<file path="src/rtl/calc_input_fsm.sv">
// ============================================================================
// calc_input_fsm
// ----------------------------------------------------------------------------
// Purpose : Keypad input state machine for a four-digit add/subtract
//           calculator. Level inputs from the keypad decoder are turned into
//           single key events on the rising edge of "any key held"; events
//           build operand A, operator, operand B and finally a result.
//
// Ports   :
//   clk          in   1   system clock, rising edge
//   rst_n        in   1   asynchronous active-low reset
//   is_num       in   1   digit key held
//   is_op        in   1   operator key held
//   is_eq        in   1   equals key held
//   num_val      in   4   digit value 0..9 (valid with is_num)
//   op_val       in   2   operator code 1=plus, 2=minus, 0/3 invalid
//   disp_val     out  15  unsigned magnitude shown on the display
//   disp_neg     out  1   displayed value is negative
//   err          out  1   result magnitude exceeds 9999
//   result_valid out  1   one-cycle pulse when a result is loaded
//   state        out  2   0=ENTER_A, 1=ENTER_B, 2=RESULT
//
// Configuration :
//   CALC_CHAIN_EN  when defined, an operator pressed while a clean
//                  (non-negative, non-error) result is displayed continues
//                  the calculation with that result as operand A.
//                  Undefined (default): operators in RESULT are ignored.
// ============================================================================
module calc_input_fsm (
   input  logic        clk,
   input  logic        rst_n,
   input  logic        is_num,
   input  logic        is_op,
   input  logic        is_eq,
   input  logic [3:0]  num_val,
   input  logic [1:0]  op_val,
   output logic [14:0] disp_val,
   output logic        disp_neg,
   output logic        err,
   output logic        result_valid,
   output logic [1:0]  state
);

   localparam logic [1:0]  ST_ENTER_A = 2'd0;
   localparam logic [1:0]  ST_ENTER_B = 2'd1;
   localparam logic [1:0]  ST_RESULT  = 2'd2;

   localparam logic [1:0]  OP_PLUS    = 2'd1;
   localparam logic [1:0]  OP_MINUS   = 2'd2;

   localparam logic [2:0]  MAX_DIGITS = 3'd4;
   localparam logic [14:0] MAX_MAG    = 15'd9999;

   // X*10 + d; callers guarantee X <= 999 so the result fits 14 bits.
   function automatic logic [13:0] append_digit(input logic [13:0] x,
                                                input logic [3:0]  d);
      logic [17:0] w_t;
      w_t = ({4'd0, x} * 18'd10) + {14'd0, d};
      return w_t[13:0];
   endfunction

   // ------------------------------------------------------------------------
   // Registers
   // ------------------------------------------------------------------------
   logic [1:0]  r_state;
   logic        r_key_any_d;
   logic        r_rst_hold;     // 1 only in the first cycle after reset release
   logic [13:0] r_a;
   logic [13:0] r_b;
   logic [2:0]  r_cnt_a;
   logic [2:0]  r_cnt_b;
   logic        r_op_minus;
   logic [14:0] r_disp_val;
   logic        r_disp_neg;
   logic        r_err;
   logic        r_result_valid;

   // ------------------------------------------------------------------------
   // Combinational signals
   // ------------------------------------------------------------------------
   logic        w_key_any;
   logic        w_key_any_d;
   logic        w_event;
   logic        w_ev_num;
   logic        w_ev_op;
   logic        w_ev_eq;
   logic        w_num_ok;
   logic        w_op_ok;
   logic        w_op_is_minus;
`ifdef CALC_CHAIN_EN
   logic        w_chain;
`endif

   logic [1:0]  w_state_nxt;
   logic [13:0] w_a_nxt;
   logic [13:0] w_b_nxt;
   logic [2:0]  w_cnt_a_nxt;
   logic [2:0]  w_cnt_b_nxt;
   logic        w_op_minus_nxt;

   logic [14:0] w_res_mag;
   logic        w_res_neg;

   logic [14:0] w_disp_val_nxt;
   logic        w_disp_neg_nxt;
   logic        w_err_nxt;
   logic        w_result_valid_nxt;

   // ------------------------------------------------------------------------
   // Key event detection. Right after reset the previous-key flag is forced
   // high so that a key held through reset release produces no event.
   // ------------------------------------------------------------------------
   assign w_key_any   = is_num | is_op | is_eq;
   assign w_key_any_d = r_key_any_d | r_rst_hold;
   assign w_event     = w_key_any & ~w_key_any_d;

   // Class priority: equals over operator over digit.
   assign w_ev_eq  = w_event & is_eq;
   assign w_ev_op  = w_event & ~is_eq & is_op;
   assign w_ev_num = w_event & ~is_eq & ~is_op & is_num;

   assign w_num_ok      = (num_val <= 4'd9);
   assign w_op_ok       = (op_val == OP_PLUS) || (op_val == OP_MINUS);
   assign w_op_is_minus = (op_val == OP_MINUS);

`ifdef CALC_CHAIN_EN
   assign w_chain = w_ev_op & w_op_ok & ~r_err & ~r_disp_neg;
`endif

   // Tracks key level and the post-reset suppression cycle.
   always_ff @(posedge clk or negedge rst_n) begin
      if (!rst_n) begin
         r_key_any_d <= 1'b0;
         r_rst_hold  <= 1'b1;
      end else begin
         r_key_any_d <= w_key_any;
         r_rst_hold  <= 1'b0;
      end
   end

   // ------------------------------------------------------------------------
   // FSM: state register
   // ------------------------------------------------------------------------
   // State register.
   always_ff @(posedge clk or negedge rst_n) begin
      if (!rst_n) begin
         r_state <= ST_ENTER_A;
      end else begin
         r_state <= w_state_nxt;
      end
   end

   // ------------------------------------------------------------------------
   // FSM: next-state logic
   // ------------------------------------------------------------------------
   // Next-state decode from the current state and the key event.
   always_comb begin
      w_state_nxt = r_state;
      case (r_state)
         ST_ENTER_A: begin
            if (w_ev_op && w_op_ok) begin
               w_state_nxt = ST_ENTER_B;
            end else begin
               w_state_nxt = ST_ENTER_A;
            end
         end
         ST_ENTER_B: begin
            if (w_ev_eq) begin
               w_state_nxt = ST_RESULT;
            end else begin
               w_state_nxt = ST_ENTER_B;
            end
         end
         ST_RESULT: begin
            if (w_ev_num && w_num_ok) begin
               w_state_nxt = ST_ENTER_A;
`ifdef CALC_CHAIN_EN
            end else if (w_chain) begin
               w_state_nxt = ST_ENTER_B;
`endif
            end else begin
               w_state_nxt = ST_RESULT;
            end
         end
         default: begin
            w_state_nxt = ST_ENTER_A;
         end
      endcase
   end

   // ------------------------------------------------------------------------
   // Operand / operator datapath
   // ------------------------------------------------------------------------
   // Next operand, digit-count and operator values for the current event.
   always_comb begin
      w_a_nxt        = r_a;
      w_b_nxt        = r_b;
      w_cnt_a_nxt    = r_cnt_a;
      w_cnt_b_nxt    = r_cnt_b;
      w_op_minus_nxt = r_op_minus;
      case (r_state)
         ST_ENTER_A: begin
            if (w_ev_num && w_num_ok && (r_cnt_a < MAX_DIGITS)) begin
               w_a_nxt     = append_digit(r_a, num_val);
               w_cnt_a_nxt = r_cnt_a + 3'd1;
            end else if (w_ev_op && w_op_ok) begin
               w_op_minus_nxt = w_op_is_minus;
               w_b_nxt        = 14'd0;
               w_cnt_b_nxt    = 3'd0;
            end else begin
               w_a_nxt = r_a;
            end
         end
         ST_ENTER_B: begin
            if (w_ev_num && w_num_ok && (r_cnt_b < MAX_DIGITS)) begin
               w_b_nxt     = append_digit(r_b, num_val);
               w_cnt_b_nxt = r_cnt_b + 3'd1;
            end else if (w_ev_op && w_op_ok && (r_cnt_b == 3'd0)) begin
               // Operator may be changed until the first B digit.
               w_op_minus_nxt = w_op_is_minus;
            end else begin
               w_b_nxt = r_b;
            end
         end
         ST_RESULT: begin
            if (w_ev_num && w_num_ok) begin
               w_a_nxt     = {10'd0, num_val};
               w_cnt_a_nxt = 3'd1;
               w_b_nxt     = 14'd0;
               w_cnt_b_nxt = 3'd0;
`ifdef CALC_CHAIN_EN
            end else if (w_chain) begin
               // A clean result is at most 9999, so it fits operand A.
               w_a_nxt        = r_disp_val[13:0];
               w_cnt_a_nxt    = MAX_DIGITS;
               w_op_minus_nxt = w_op_is_minus;
               w_b_nxt        = 14'd0;
               w_cnt_b_nxt    = 3'd0;
`endif
            end else begin
               w_a_nxt = r_a;
            end
         end
         default: begin
            w_a_nxt        = 14'd0;
            w_b_nxt        = 14'd0;
            w_cnt_a_nxt    = 3'd0;
            w_cnt_b_nxt    = 3'd0;
            w_op_minus_nxt = 1'b0;
         end
      endcase
   end

   // Operand and operator registers.
   always_ff @(posedge clk or negedge rst_n) begin
      if (!rst_n) begin
         r_a        <= 14'd0;
         r_b        <= 14'd0;
         r_cnt_a    <= 3'd0;
         r_cnt_b    <= 3'd0;
         r_op_minus <= 1'b0;
      end else begin
         r_a        <= w_a_nxt;
         r_b        <= w_b_nxt;
         r_cnt_a    <= w_cnt_a_nxt;
         r_cnt_b    <= w_cnt_b_nxt;
         r_op_minus <= w_op_minus_nxt;
      end
   end

   // Arithmetic on the stored operands; B is zero when no B digit was keyed.
   always_comb begin
      w_res_mag = 15'd0;
      w_res_neg = 1'b0;
      if (!r_op_minus) begin
         w_res_mag = {1'b0, r_a} + {1'b0, r_b};
         w_res_neg = 1'b0;
      end else if (r_b > r_a) begin
         w_res_mag = {1'b0, r_b} - {1'b0, r_a};
         w_res_neg = 1'b1;
      end else begin
         w_res_mag = {1'b0, r_a} - {1'b0, r_b};
         w_res_neg = 1'b0;
      end
   end

   // ------------------------------------------------------------------------
   // FSM: output logic (next values, registered below)
   // ------------------------------------------------------------------------
   // Display selection follows the state being entered.
   always_comb begin
      w_disp_val_nxt     = r_disp_val;
      w_disp_neg_nxt     = 1'b0;
      w_err_nxt          = 1'b0;
      w_result_valid_nxt = (r_state == ST_ENTER_B) && (w_state_nxt == ST_RESULT);
      case (w_state_nxt)
         ST_ENTER_A: begin
            w_disp_val_nxt = {1'b0, w_a_nxt};
         end
         ST_ENTER_B: begin
            if (w_cnt_b_nxt == 3'd0) begin
               w_disp_val_nxt = {1'b0, w_a_nxt};
            end else begin
               w_disp_val_nxt = {1'b0, w_b_nxt};
            end
         end
         ST_RESULT: begin
            if (r_state != ST_RESULT) begin
               w_disp_val_nxt = w_res_mag;
               w_disp_neg_nxt = w_res_neg;
               w_err_nxt      = (w_res_mag > MAX_MAG);
            end else begin
               w_disp_val_nxt = r_disp_val;
               w_disp_neg_nxt = r_disp_neg;
               w_err_nxt      = r_err;
            end
         end
         default: begin
            w_disp_val_nxt = 15'd0;
         end
      endcase
   end

   // Output registers.
   always_ff @(posedge clk or negedge rst_n) begin
      if (!rst_n) begin
         r_disp_val     <= 15'd0;
         r_disp_neg     <= 1'b0;
         r_err          <= 1'b0;
         r_result_valid <= 1'b0;
      end else begin
         r_disp_val     <= w_disp_val_nxt;
         r_disp_neg     <= w_disp_neg_nxt;
         r_err          <= w_err_nxt;
         r_result_valid <= w_result_valid_nxt;
      end
   end

   assign disp_val     = r_disp_val;
   assign disp_neg     = r_disp_neg;
   assign err          = r_err;
   assign result_valid = r_result_valid;
   assign state        = r_state;

endmodule

</file>
<file path="config.mk">
export PLATFORM = sky130hd
export DESIGN_NAME = calc_input_fsm
export DESIGN_NICKNAME = d
export VERILOG_FILES = /design/src/rtl/calc_input_fsm.sv
export SDC_FILE = /design/constraint.sdc
export NUM_CORES = 1
export LEC_CHECK = 0
export ABC_AREA = 1
export CAP_MARGIN = 30
export CORE_ASPECT_RATIO = 1.4
export CORE_MARGIN = 2
export CORE_UTILIZATION = 60
export CTS_CLUSTER_DIAMETER = 60
export CTS_CLUSTER_SIZE = 40
export DETAILED_ROUTE_END_ITERATION = 8
export HOLD_SLACK_MARGIN = 0.06
export PLACE_DENSITY = 0.79
export SLEW_MARGIN = 0
export SYNTH_ARGS = -nofsm -noshare
export SYNTH_HDL_FRONTEND = slang
export SYNTH_SLANG_ARGS = --single-unit
</file>
<file path="constraint.sdc">
create_clock -name clk -period 3.5 [get_ports clk]
set_clock_uncertainty 0.2 [all_clocks]
set_input_delay 0.875 -clock clk [delete_from_list [all_inputs] [get_ports clk]]
set_output_delay 0.875 -clock clk [all_outputs]
set_load 0.02 [all_outputs]
</file>
==> results.cfg, run 1 <==
[min_path]
hp-class = in -> async

[yosys]
synth.area.top_cells = nand2_1, dfrtp_1, ha_1
ys_ff_latch = 57
synth_largest_area_cell = nand2_1
synth_commonest_cells = nand2_1, inv_1, nand3_1
ys.warnings.count = 0
synth_ff_type = dfrtp_1
async_flop_share_pct = 100
syn-instance-count = 1216
yosysMostFrequentCell = nand2_1
syn_nets = 1324
ys_seq_area_share_pct = 19.0
syn_avg_cell_area_um2 = 6.18
synth_top_area_share_pct = 21.7
synth_area_um2 = 7510
synth_enable_flop_cells = 0
synthDistinctLibCells = 46

[placement]
portBuffers = 30
dp_cells = 1420
hpwl_um = 19500
gp_congestion = 1.01
preCtsSetupSlack_ns = -0.0332
placed_cell_area_um2 = 8210

[route]
vias = 8223
ant_nets = 0
via_per_inst = 5.73
drc = 0
wl_per_cell_um = 16.5
drtPass1Iterations = 7
detailedRoute.firstIterationViolations = 796
drt-total-wl_um = 23800

[job]
drv_cap = 0

[sta]
tightest_slew_ns = 0.907
rsz0062_at_grt = no
max_slew_margin_pct = 39.3
finalHoldViolations = 0
slew_violations = 0
period_share_pct = 94.8
hold_ws_ns = 0.144
tns_ns = 0
setup_violations = 0
worst_slack_ns = 0.183
fmax_ghz = 0.302
layout_min_cycle_time_ns = 3.32

[critical_path]
slowest_delay_ns = 0.51
path_class = reg -> reg
cp_data_required_time_ns = 3.58
worstPathMaxFanout = 15
cp-start-kind = flip-flop
arrival_ns = 3.40
worstPathCellList = inv_1 -> ha_1 -> nand2_2 -> nor2_2 -> nand2_1 -> nand2_1 -> nand2_1 -> nand2_4 -> nand2_8 -> inv_4 -> nand2_1 -> nand2_1 -> nand2_1 -> nand2_1 -> nand2_1 -> inv_1 -> nand2_1 -> nor2_1 -> nand2_1 -> nand2_1 -> nand2_1 -> nand2_1
r2r_cells = 22
crit_top_cell = nand2_1
crit_slowest_cell = dfrtp_1
critPathCaptureType = flip-flop

[clocking]
cts_max_path_buffers = 2
numCtsBuffers = 9
cts_root_buffer = clkbuf_16
cts_tree = done
cts_sinks = 57
insertion_delay_ns = 0.34
htree_num_levels = 3
path_clk_slew_ns = 0.06

[floorplan]
die_w_um = 98.6
start_util_pct = 61.3
core-area_um2 = 12300
die_y_um = 136
die_area_um2 = 13400
rows = 48
io_pins = 31

[status]
status = complete, no violations

[global_routing]
grt_pass1_vias = 7732
grt_max_degree = 53
grtUsageTotal_pct = 35.5
grt_overflow = 0
antenna_found_initial = 0
grt_pass1_wl_um = 37400

[layout]
diodes = 0
nNetsFinal = 1389
areaGrowthSynthToFinish_pct = 14.1
finish.utilization_pct = 69.9
final_area_um2 = 8570
drive_gt1_share_pct = 8.86
final-instance-count-excl-fill = 1436
filler_cell_count = 1117

[pwr]
ir_worst_vdd_v = 0.000465
power_mw = 6.57
p_leak_nw = 4.90
pwr_density_cell_nw_per_um2 = 766
==> placed cells by master (no fill, tap or decap), types with 8 or more instances in the layout <==
master	instances
a21oi_1	49
buf_4	46
clkbuf_16	9
clkdlybuf4s50_1	29
dfrtp_1	55
ha_1	89
inv_1	180
nand2_1	434
nand3_1	115
nand4_1	27
nor2_1	74
nor2_2	10
o21ai_0	36
o21ai_1	8
xor2_1	23
==> routing by layer <==
layer / routed length [um] / vias up / share of wire (%) / global-route usage [%]
li1: - / 3990 / - / -
met1: 9150 / 3783 / 39 / 41.4
met2: 12000 / 361 / 51 / 64.0
met3: 1350 / 89 / 5.7 / 3.65
met4: 1250 / 0 / 5.3 / 18.0
met5: 0 / - / 0 / 0
==> registers in the layout (all words and copies together) (netlist names) <==
name          cells
disp_neg          1
disp_val         15
err               1
r_a              14
r_b              14
r_cnt_a           3
r_cnt_b           3
r_key_any_d       1
r_op_minus        1
r_rst_hold        1
result_valid      1
state             2
==> logic make-up after synthesis <==
family,after synthesis,synth area share [%]
AO/OA/AOI/OAI,123,9.15
XOR/XNOR,32,3.73
adder cells (fa/ha/maj),97,16.9
buffers and inverters,211,11.5
flip-flops,57,19.0
other,1,0.0499
AND/OR/NAND/NOR,695,39.7
==> power by group <==
| group | total (mW) | internal (mW) | switching [mW] | leakage (nW) |
|---|---|---|---|---|
| Clock | 0.977 | 0.630 | 0.347 | 0.160 |
| Combinational | 4.55 | 1.56 | 2.99 | 3.98 |
| Sequential | 1.04 | 0.817 | 0.219 | 0.764 |
==> layout make-up <==
cell class	count	area, um2	share of cell area [%]
Sequential cell	57	1430	16.7
Clock inverter	7	104	1.21
Clock buffer	9	225	2.63
Inverter	188	708	8.27
Multi-Input combinational cell	948	5250	61.3
Tap cell	150	188	2.19
Timing Repair Buffer	77	661	7.71
==> worst max-delay path, delay by kind of cell (launching register included) <==
| family | cells | cell delay, ns |
|---|---|---|
| and+or+nand+nor | 18 | 1.64 |
| adders and majority gates | 1 | 0.48 |
| buffers and inverters | 3 | 0.41 |
| DFF | 1 | 0.51 |
==> worst paths after layout <==
kind,from,end,slack [ns]
max in group asynchronous,rst_n,r_a[2]$_DFF_PN0_,2.01
worst min register to register,err$_DFFE_PN0P_,err$_DFFE_PN0P_,0.28
worst max register to register,r_a[5]$_DFF_PN0_,err$_DFFE_PN0P_,0.18
worst max-delay path,r_a[5]$_DFF_PN0_,err$_DFFE_PN0P_,0.18
worst min-delay path,rst_n,err$_DFFE_PN0P_,0.14
min in group clk,err$_DFFE_PN0P_,err$_DFFE_PN0P_,0.28
==> what timing repair did <==
action / in CTS / in global routing
setup buffers: 0 / 0
gates resized for setup: 0 / 8
hold buffers: 0 / 0
setup endpoints to repair: 0 / 4
Power figures use the tool's default switching activity.
==> run 2, diff against run 1 <==
--- a/config.mk
+++ b/config.mk
@@ -15,6 +15,7 @@
 export DETAILED_ROUTE_END_ITERATION = 8
 export HOLD_SLACK_MARGIN = 0.06
 export PLACE_DENSITY = 0.79
+export SKIP_LAST_GASP = 1
 export SLEW_MARGIN = 0
 export SYNTH_ARGS = -nofsm -noshare
 export SYNTH_HDL_FRONTEND = slang
==> results of run 2 <==
Same layout as run 1: the final DEF is identical, and so are final timing and power.
